## src/rtl/insn_mem_loader.sv

```systemverilog
// Streams bytes into 32-bit little-endian words and writes them to an instruction memory.
// The CPU is held (busy) while a load runs; done pulses once at the end of every load.
module insn_mem_loader #(
    parameter int MEM_BYTES = 256,
    parameter int MAX_WORDS = MEM_BYTES / 4
) (
    input  logic        clk,
    input  logic        rst_n,
    input  logic        start,
    input  logic [6:0]  load_len,
    input  logic        in_valid,
    input  logic [7:0]  in_byte,
    output logic        in_ready,
    output logic        mem_we,
    output logic [7:0]  mem_addr,
    output logic [31:0] mem_wdata,
    output logic        busy,
    output logic        done,
    output logic        err
);

    typedef enum logic [1:0] {IDLE, RECV, WRITE, DONE} state_t;

    localparam logic [6:0] MAX_LEN = 7'(MAX_WORDS);

    state_t      state_r;
    logic [6:0]  len_r;
    logic [6:0]  word_idx_r;
    logic [1:0]  byte_cnt_r;
    logic [23:0] word_r;

    // Load sequencer; every output is a register updated with the state transition.
    always_ff @(posedge clk) begin
        if (!rst_n) begin
            state_r    <= IDLE;
            len_r      <= 7'd0;
            word_idx_r <= 7'd0;
            byte_cnt_r <= 2'd0;
            word_r     <= 24'd0;
            in_ready   <= 1'b0;
            mem_we     <= 1'b0;
            mem_addr   <= 8'd0;
            mem_wdata  <= 32'd0;
            busy       <= 1'b0;
            done       <= 1'b0;
            err        <= 1'b0;
        end else begin
            case (state_r)
                IDLE: begin
                    if (start) begin
                        len_r      <= load_len;
                        word_idx_r <= 7'd0;
                        byte_cnt_r <= 2'd0;
                        err        <= (load_len > MAX_LEN);
                        if ((load_len == 7'd0) || (load_len > MAX_LEN)) begin
                            state_r <= DONE;
                            done    <= 1'b1;
                        end else begin
                            state_r  <= RECV;
                            in_ready <= 1'b1;
                            busy     <= 1'b1;
                        end
                    end else begin
                        state_r <= IDLE;
                    end
                end
                RECV: begin
                    if (in_valid) begin
                        byte_cnt_r <= byte_cnt_r + 2'd1;
                        if (byte_cnt_r == 2'd3) begin
                            // Byte 3 goes straight into the top lane of the write word.
                            mem_wdata <= {in_byte, word_r};
                            mem_addr  <= {word_idx_r[5:0], 2'b00};
                            mem_we    <= 1'b1;
                            in_ready  <= 1'b0;
                            state_r   <= WRITE;
                        end else begin
                            word_r[{byte_cnt_r, 3'b000} +: 8] <= in_byte;
                        end
                    end else begin
                        state_r <= RECV;
                    end
                end
                WRITE: begin
                    mem_we     <= 1'b0;
                    word_idx_r <= word_idx_r + 7'd1;
                    if ((word_idx_r + 7'd1) == len_r) begin
                        state_r <= DONE;
                        busy    <= 1'b0;
                        done    <= 1'b1;
                    end else begin
                        state_r  <= RECV;
                        in_ready <= 1'b1;
                    end
                end
                DONE: begin
                    done    <= 1'b0;
                    state_r <= IDLE;
                end
                default: begin
                    state_r  <= IDLE;
                    in_ready <= 1'b0;
                    mem_we   <= 1'b0;
                    busy     <= 1'b0;
                    done     <= 1'b0;
                end
            endcase
        end
    end

endmodule

```

## config.mk

```make
export PLATFORM = sky130hd
export DESIGN_NAME = insn_mem_loader
export DESIGN_NICKNAME = d
export VERILOG_FILES = /design/src/rtl/insn_mem_loader.sv
export SDC_FILE = /design/constraint.sdc
export NUM_CORES = 1
export LEC_CHECK = 0
export ABC_CLOCK_PERIOD_IN_PS = 3400
export CORE_MARGIN = 2
export CORE_UTILIZATION = 45
export DETAILED_ROUTE_END_ITERATION = 7
export PLACE_DENSITY = 0.75
export SLEW_MARGIN = 15
export SYNTH_ARGS = -nofsm -noshare
export SYNTH_HDL_FRONTEND = slang
export SYNTH_SLANG_ARGS = --single-unit
```

## constraint.sdc

```tcl
create_clock -name clk -period 3.4 [get_ports clk]
set_clock_uncertainty 0.2 [all_clocks]
set_input_delay 0.34 -clock clk [delete_from_list [all_inputs] [get_ports clk]]
set_output_delay 0.34 -clock clk [all_outputs]
set_load 0.05 [all_outputs]
```

# Word-level counts from Yosys, hierarchy flattened
# Index checks and enable logic that the tools add are counted.
# totals
reg_bits	85
latch_bits	0
ram_bits	0
rom_bits	0
in_bits	19
out_inout_bits	45
elab_cells	76
memories	0
# op_classes
n_addsub	3
n_mul	0
div_mod_pow	0
magnitude_cmp	1
n_eq_ne	13
shifts	2
muxes	27
n_bitwise	1
n_reduce_logical	17
# ops
operator	n
bitwise mux 24 bit	1
variable shift 8 x 7 -> 24 bit (first input constant)	1
variable part select 8 x 7 -> 24 bit	1
two-way mux 2 bit	7
!= test 2 bit (second input constant)	7
one-hot mux 7 bit (2 select lines)	1
AND reduction 3 bit	4
two-way mux 1 bit	11
one-hot mux 2 bit (4 select lines)	1
AND reduction 4 bit	2
adder 7 x 1 -> 7 bit (second input constant)	1
== test 7 bit	1
> comparator 7 bit (second input constant)	1
zero test 7 bit	1
two-way mux 7 bit	1
negation 5 -> 7 bit	1
== test 2 bit (second input constant)	3
one-hot mux 1 bit (3 select lines)	2
AND reduction 6 bit	1
nonzero test 2 bit	3
nonzero test 3 bit	2
one-hot mux 1 bit (2 select lines)	2
one-hot mux 2 bit (2 select lines)	1
AND reduction 2 bit	2
other kinds (6)	6

# Depth between registers and ports, before layout
# Gate-level depths: netlist (run 1).
# depth
depth_word	5
ltp_mapped	7
ltp_nobuf	7

# Worst setup path after synthesis (run 1)
# OpenSTA, ideal clock, no wires.
# synth_timing
path_type	register to register
from	register word_idx_r[0]
to	register in_ready
setup_ns	0.141
arrival_ns	1.720
required_time_ns	3.059
slack_ns	1.339
stages_incl_launch_ff	8
path_buffers	0
cell_sequence	dfxtp_1 > ha_1 > nand3_2 > or3_4 > nand3_2 > nand4_2 > nor4_2 > a22oi_1
# synth_between
elab_chain_cells	4
# synth_lines
item	line_no	source
start, declared	28	logic [6:0] word_idx_r;
start signal, assigned	86	word_idx_r <= word_idx_r + 7'd1;
adder 7 x 1 -> 7 bit	87	if ((word_idx_r + 7'd1) == len_r) begin
== test 7 bit	87	
!= test 2 bit (no source line)	n/a	
AND reduction 6 bit (no source line)	n/a	
end signal, assigned	75	in_ready <= 1'b0;
end signal, assigned	93	in_ready <= 1'b1;
end signal, assigned	102	in_ready <= 1'b0;
end, declared	13	output logic in_ready,
# No other way between the ends.
# A chain may end at the register's enable or synchronous reset.

# Worst setup path after layout (run 1)
# Same ends and word-level chain as after synthesis.

==> out/qor.csv, run 1 <==
stage,metric,value,unit
synthesis,synth_simple_gate_area_share,25.1,%
cells_and_area,final_instance_area,4550,um^2
sta,setup-violations-final,0,
sta,hold-worst-slack,0.256,ns
worst_setup_path,timing.setup.critical_path_class,reg2reg,
clock_network,clock_insertion_delay_worst_skew,0.35,ns
synthesis,muxShareOfSynthArea,2.77,%
routing,drtIter0Drc,148,
sta,final_hold_viol_count,0,
cells_and_area,n_antenna_cell,0,
cells_and_area,finish.net_count,504,
synthesis,synth.yosys.seq_area_share,46.5,%
clock_network,post_cts.resized_instances,0,
sta,layout_worst_path_cycle_share,70.0,%
global_routing,globalRouteTotalUtil,19.1,%
clock_network,post-cts-setup-buffer-count,0,
worst_setup_path,cell_class_contributing_the_biggest_share_of_worst_path_delay,simple AND/OR/NAND/NOR gates,
worst_setup_path,cpMostUsedCell,nand3_2,
synthesis,netlist_area,3660,um^2
synthesis,synth_top_flop_cell,dfxtp_1,
worst_setup_path,worstPathMaxFanout,6,
routing,detail_route.vias_per_cell,5.14,
die,initial_utilization,46.9,%
sta,highest_clock_frequency_the_design_can_meet,420,MHz
worst_setup_path,worst_setup_path_start_kind,flop,
synthesis,synth_adder_area_share,2.05,%
synthesis,ys_ff_latch,85,
die,core.rowCount,32,
place,placed_cell_areas,4310,um^2
worst_setup_path,destination_of_the_worst_register_to_register_timing_path,in_ready,
synthesis,count_of_mapped_cells_out_of_synthesis,429,
die,core_area,7810,um^2
synthesis,synth-compound-area-share,18.5,%
synthesis,top_cells_by_count_synth,"nand2_1 (115), dfxtp_1 (85), a21boi_0 (67)",
worst_setup_path,crit_path_slowest_cell,dfxtp_1,
sta,fin_setup_tns,0,ns
synthesis,distinct_cell_type_count_after_synthesis,39,
die,num_io_pins,64,
power,power.density,451,nW/um^2
synthesis,post-synth-top-area-fraction,46.5,%
synthesis,syn_avg_cell_area,8.53,um^2
worst_setup_path,regToRegSetupSlack,1.02,ns
die,die_h,94.2,um
routing,drc,0,
synthesis,post_synth_xor_area_fraction,1.44,%
die,die-width,94.2,um
global_routing,grt_overflow_total,0,
global_routing,grt_pass1_vias,2870,
synthesis,main_combinational_cell_family_by_area_after_synthesis,simple AND/OR/NAND/NOR gates,
worst_setup_path,critPathMaxStageDelay,0.44,ns
place,port-buffer-count,61,
clock_network,ctsLongestPathBuffers,2,
synthesis,synth_enable_flop_cells,0,
synthesis,synthesis_warnings,0,
global_routing,initial_antenna_violation_count,0,
worst_setup_path,worst-endpoint-arrival,2.40,ns
worst_hold_path,min_path_type,in2reg,
routing,wl_per_cell,13.6,um
power,leakagePower,1.50,nW
worst_hold_path,worst_hold_startpoint,rst_n,
worst_setup_path,rr_startpoint,word_idx_r[0],
power,peakVddDrop,0.302,mV
worst_hold_path,holdPathEnd,state_r[1],
worst_setup_path,worst-r2r-cell-count,7,
routing,wirelength,7980,um
die,floorplan.die_area,8870,um^2
worst_setup_path,path_cells,ha_1 > nand3_2 > or3_4 > nand3_2 > nand4_2 > nor4_2 > a22oi_1,
clock_network,cts_tree,built,
cells_and_area,fraction_of_final_layout_cells_sized_beyond_drive_strength_1,5.80,%
sta,timing.final.crit_period,2.38,ns
clock_network,cts.reportedPaths.clkPinSlew,0.08,ns
global_routing,grt_start_max_net_pins,54,
routing,drt_first_pass_iters,5,
synthesis,synth.most_common_cell,nand2_1,
place,dpl.hpwl,5600,um
sta,report.final.slew_viol_count,0,
clock_network,cts.sink_count,85,
cells_and_area,filler_cell_count,716,
clock_network,tritoncts.num_buffers,9,
clock_network,cts.htree.levels,3,
worst_setup_path,crit_buf_inv,0,
synthesis,ys_async_sr_fraction,0,%
cells_and_area,area.growth.synth_to_final,24.4,%
synthesis,yosys-top-cells-area,"dfxtp_1 (46%), a21boi_0 (14%), nand2_1 (12%)",
worst_setup_path,critPathCaptureType,flop,
worst_hold_path,timing.hold.worst_path_depth,2,
place,finalWeightedCongestion,0.820,
power,report.power.total,2.05,mW
sta,slew_worst_pin,0.922,ns
sta,slew-limit-headroom,38.4,%
clock_network,cts_hold_repair.buffers,0,
clock_network,cts_root_buffer,clkbuf_8,
routing,detail-route-antenna-nets,0,
job,max_cap_violations,0,
synthesis,post-synth-top-area-cell,dfxtp_1,
routing,num_vias,3005,
worst_setup_path,required,3.41,ns
sta,rsz0062_at_grt,no,
global_routing,grt_first_pass_wirelength,13400,um
outcome,status,completed,
[final cells by class]
| class | instances | area [um^2] | area share (%) |
|---|---|---|---|
| Clock buffer | 11 | 151 | 3.33 |
| Clock inverter | 4 | 95.1 | 2.09 |
| Inverter | 5 | 18.8 | 0.412 |
| Multi-Input combinational cell | 314 | 1830 | 40.2 |
| Sequential cell | 85 | 1700 | 37.4 |
| Tap cell | 102 | 128 | 2.80 |
| Timing Repair Buffer | 64 | 628 | 13.8 |
[cell usage in the layout, fill, tap and decap left out, types with 6 or more instances in the layout]
cell type	instances
a21boi_0	67
and2_1	6
ha_1	6
nor2b_1	16
nand2_1	115
nand3_1	27
clkdlybuf4s50_1	60
o21ai_0	10
clkbuf_8	11
mux2i_1	9
dfxtp_1	85
nor2_1	6
nor3_1	6
[routing by layer]
layer,track usage [%],up-vias,wire length [um]
met5,0,-,0
met4,5.31,0,98
met3,5.06,12,426
met2,29.6,71,3590
met1,26.2,1389,3870
li1,-,1533,-
[worst register-to-register path, cell delays in order, from the launching register on]
cell and delay (ns):
dfxtp_1 0.44, ha_1 0.30, nand3_2 0.15, or3_4 0.41, nand3_2 0.09, nand4_2 0.10, nor4_2 0.44, a22oi_1 0.13
[worst max path at each step]
stage / start / to / depth (start not counted) / slack, ns
3_5_place_dp: load_len[2] / in_ready / 7 / 0.87
6_report: word_idx_r[0] / in_ready / 7 / 1.02
5_1_grt: state_r[0] / mem_addr[4] / 5 / 0.76
2_1_floorplan: word_idx_r[0] / in_ready / 7 / 1.34
3_3_place_gp: load_len[2] / in_ready / 7 / 0.97
4_1_cts: state_r[0] / mem_wdata[3] / 5 / 1.00
[report_power, final]
group / switching, mW / leakage (nW) / internal, mW
Combinational: 0.0892 / 0.686 / 0.0688
Clock: 0.341 / 0.125 / 0.523
Sequential: 0.0194 / 0.687 / 1.01
[through the flow]
step                setup slack [ns]  instances  utilization [%]
finish                          1.02        585             58.3
floorplan                       1.34        430                -
global route                   0.756        585             58.3
CTS                             1.00        585             58.3
detailed placement             0.868        570             55.2
global placement               0.966        570             55.2
[cells by family (layout without fill, tap and decap cells)]
family	after synthesis	in the layout
AO/OA/AOI/OAI	94	94
XOR/XNOR	6	6
adder cells (fa/ha/maj)	6	6
buffers and inverters	31	84
flip-flops	85	85
multiplexers	10	10
other	1	2
AND/OR/NAND/NOR	196	196
[registers in the layout, indices dropped and copies added (netlist names)]
register	count
len_r	7
mem_addr	6
busy	1
state_r	2
word_r	24
err	1
done	1
word_idx_r	7
mem_wdata	32
in_ready	1
byte_cnt_r	2
mem_we	1
Note: power is estimated with default switching activity, not from simulation.
==> run 2, diff against run 1 <==
--- a/config.mk
+++ b/config.mk
@@ -5,7 +5,7 @@
 export SDC_FILE = /design/constraint.sdc
 export NUM_CORES = 1
 export LEC_CHECK = 0
-export ABC_CLOCK_PERIOD_IN_PS = 3400
+export ABC_CLOCK_PERIOD_IN_PS = 2400
 export CORE_MARGIN = 2
 export CORE_UTILIZATION = 45
 export DETAILED_ROUTE_END_ITERATION = 7
==> constraint.sdc (replaced) <==
create_clock -name clk -period 2.4 [get_ports clk]
set_clock_uncertainty 0.2 [all_clocks]
set_input_delay 0.24 -clock clk [delete_from_list [all_inputs] [get_ports clk]]
set_output_delay 0.24 -clock clk [all_outputs]
set_load 0.05 [all_outputs]
==> run 2 against run 1 <==
Effect of this change:
- total power grew 40%
- critical path depth is the same
- via count grew 2.5%
- cell area grew 1.5%
- clock-buffer cell count is the same
- setup slack lost 0.88 ns
- non-clock buffer count grew 9
- first-iteration DRC count grew 16%
- combinational power grew 55%
- global-route usage grew 0.36 points
- highest routed layer unchanged
- largest cell class unchanged
- register-to-register slack lost 0.88 ns
- wire length grew 2.6%
==> out/qor.csv, run 2 (synthesis results as in run 1) <==
stage,metric,value,unit
outcome,status,completed,
routing,drt_first_pass_iters,4,
routing,drtIter0Drc,171,
worst_setup_path,required,2.44,ns
sta,report.final.slew_viol_count,0,
sta,slew-limit-headroom,56.3,%
job,max_cap_violations,0,
place,dpl.cell_count,579,
global_routing,grt_start_max_net_pins,71,
sta,timing.final.crit_period,2.26,ns
routing,detail-route-antenna-nets,0,
place,port-buffer-count,61,
worst_setup_path,worst_setup_path_start_kind,flop,
clock_network,post-cts-setup-buffer-count,0,
place,placement.setup.worst_slack,0.0825,ns
place,placed_cell_areas,4370,um^2
place,finalWeightedCongestion,0.846,
power,power.density,620,nW/um^2
cells_and_area,layout_common_cells,"nand2_1 (115), dfxtp_1 (85), a21boi_0 (67)",
global_routing,globalRouteTotalUtil,19.5,%
die,floorplan.die_area,8870,um^2
clock_network,tritoncts.num_buffers,9,
die,core.rowCount,32,
power,report.power.total,2.86,mW
routing,wirelength_met1,3910,um
sta,highest_clock_frequency_the_design_can_meet,443,MHz
routing,num_vias,3081,
worst_setup_path,critPathCaptureType,flop,
clock_network,cts.reportedPaths.clkPinSlew,0.09,ns
power,peakVddDrop,0.310,mV
routing,dr.max_layer_used,met4,
clock_network,clock_insertion_delay_worst_skew,0.36,ns
power,leakagePower,1.52,nW
die,die-width,94.2,um
cells_and_area,post_layout_nonfiller_instances,595,
routing,detailroute.wirelength.met2,3650,um
routing,wl_per_cell,13.8,um
clock_network,cts.sink_count,85,
cells_and_area,fraction_of_final_layout_cells_sized_beyond_drive_strength_1,7.91,%
cells_and_area,largestRegisters,"mem_wdata x32, word_r x24",
worst_hold_path,min_path_type,in2reg,
die,initial_utilization,46.9,%
worst_setup_path,worstPathMaxFanout,6,
worst_setup_path,worst-endpoint-arrival,2.30,ns
cells_and_area,largest_register_ff_count,32,
worst_setup_path,timing.setup.critical_path_class,reg2reg,
global_routing,grt_first_pass_wirelength,13700,um
sta,hold-worst-slack,0.0584,ns
clock_network,cts_tree,built,
sta,setup-violations-final,0,
sta,fin_setup_tns,0,ns
routing,detail_route.vias_per_cell,5.18,
clock_network,cts.htree.levels,3,
clock_network,post_cts.resized_instances,0,
clock_network,ctsLongestPathBuffers,2,
cells_and_area,register_with_the_most_flip_flops,mem_wdata,
global_routing,initial_antenna_violation_count,0,
global_routing,grt_overflow_total,0,
die,core_area,7810,um^2
die,die_h,94.2,um
clock_network,cts_hold_repair.buffers,0,
die,num_io_pins,64,
place,dpl.hpwl,5690,um
routing,drc,0,
cells_and_area,final_instance_area,4620,um^2
sta,final_hold_viol_count,0,
clock_network,cts_root_buffer,clkbuf_8,
global_routing,grt_pass1_vias,2908,
cells_and_area,layout.core_utilization,59.2,%
cells_and_area,mostFrequentLayoutCell,nand2_1,
cells_and_area,n_antenna_cell,0,
routing,wirelength,8200,um
sta,slew_worst_pin,0.654,ns
sta,worst_slack,0.141,ns
routing,met3_length,463,um
cells_and_area,area.growth.synth_to_final,26.2,%
sta,layout_worst_path_cycle_share,94.1,%
sta,rsz0062_at_grt,no,
cells_and_area,finish.net_count,513,
run 2: worst max-delay path: stages, from the launching register on:
cell,delay [ns]
dfxtp_1,0.43
ha_2,0.26
nand3_2,0.13
or3_4,0.41
nand3_2,0.09
nand4_2,0.12
nor4_4,0.37
a22oi_1,0.11
run 2: path summary, 6_finish.rpt:
check / start / endpoint / slack [ns] / cells past startpoint
worst max-delay path: word_idx_r[0] / in_ready / 0.14 / 7
worst min register to register: mem_addr[2] / mem_addr[2] / 0.27 / 2
worst min-delay path: rst_n / mem_addr[5] / 0.06 / 2
worst max register to register: word_idx_r[0] / in_ready / 0.14 / 7
run 2: layout make-up:
class	count	area, um^2
well taps	102	128
clock inverters	5	82.6
clock buffers	11	151
inverters	5	18.8
fillers	694	3190
multi-input cells	314	1840
repair buffers	73	696
flip-flops and latches	85	1700
run 2: where the power goes:
group	switching [mW]	internal, mW	total (mW)
clock	0.523	0.642	1.17
combinational	0.137	0.108	0.245
sequential	0.0202	1.43	1.45
run 2: routing by layer:
metal / vias to the layer above / global-route usage, %
li1: 1553 / -
met1: 1426 / 26.1
met2: 86 / 30.0
met3: 16 / 3.93
met4: 0 / 9.06
met5: - / 0
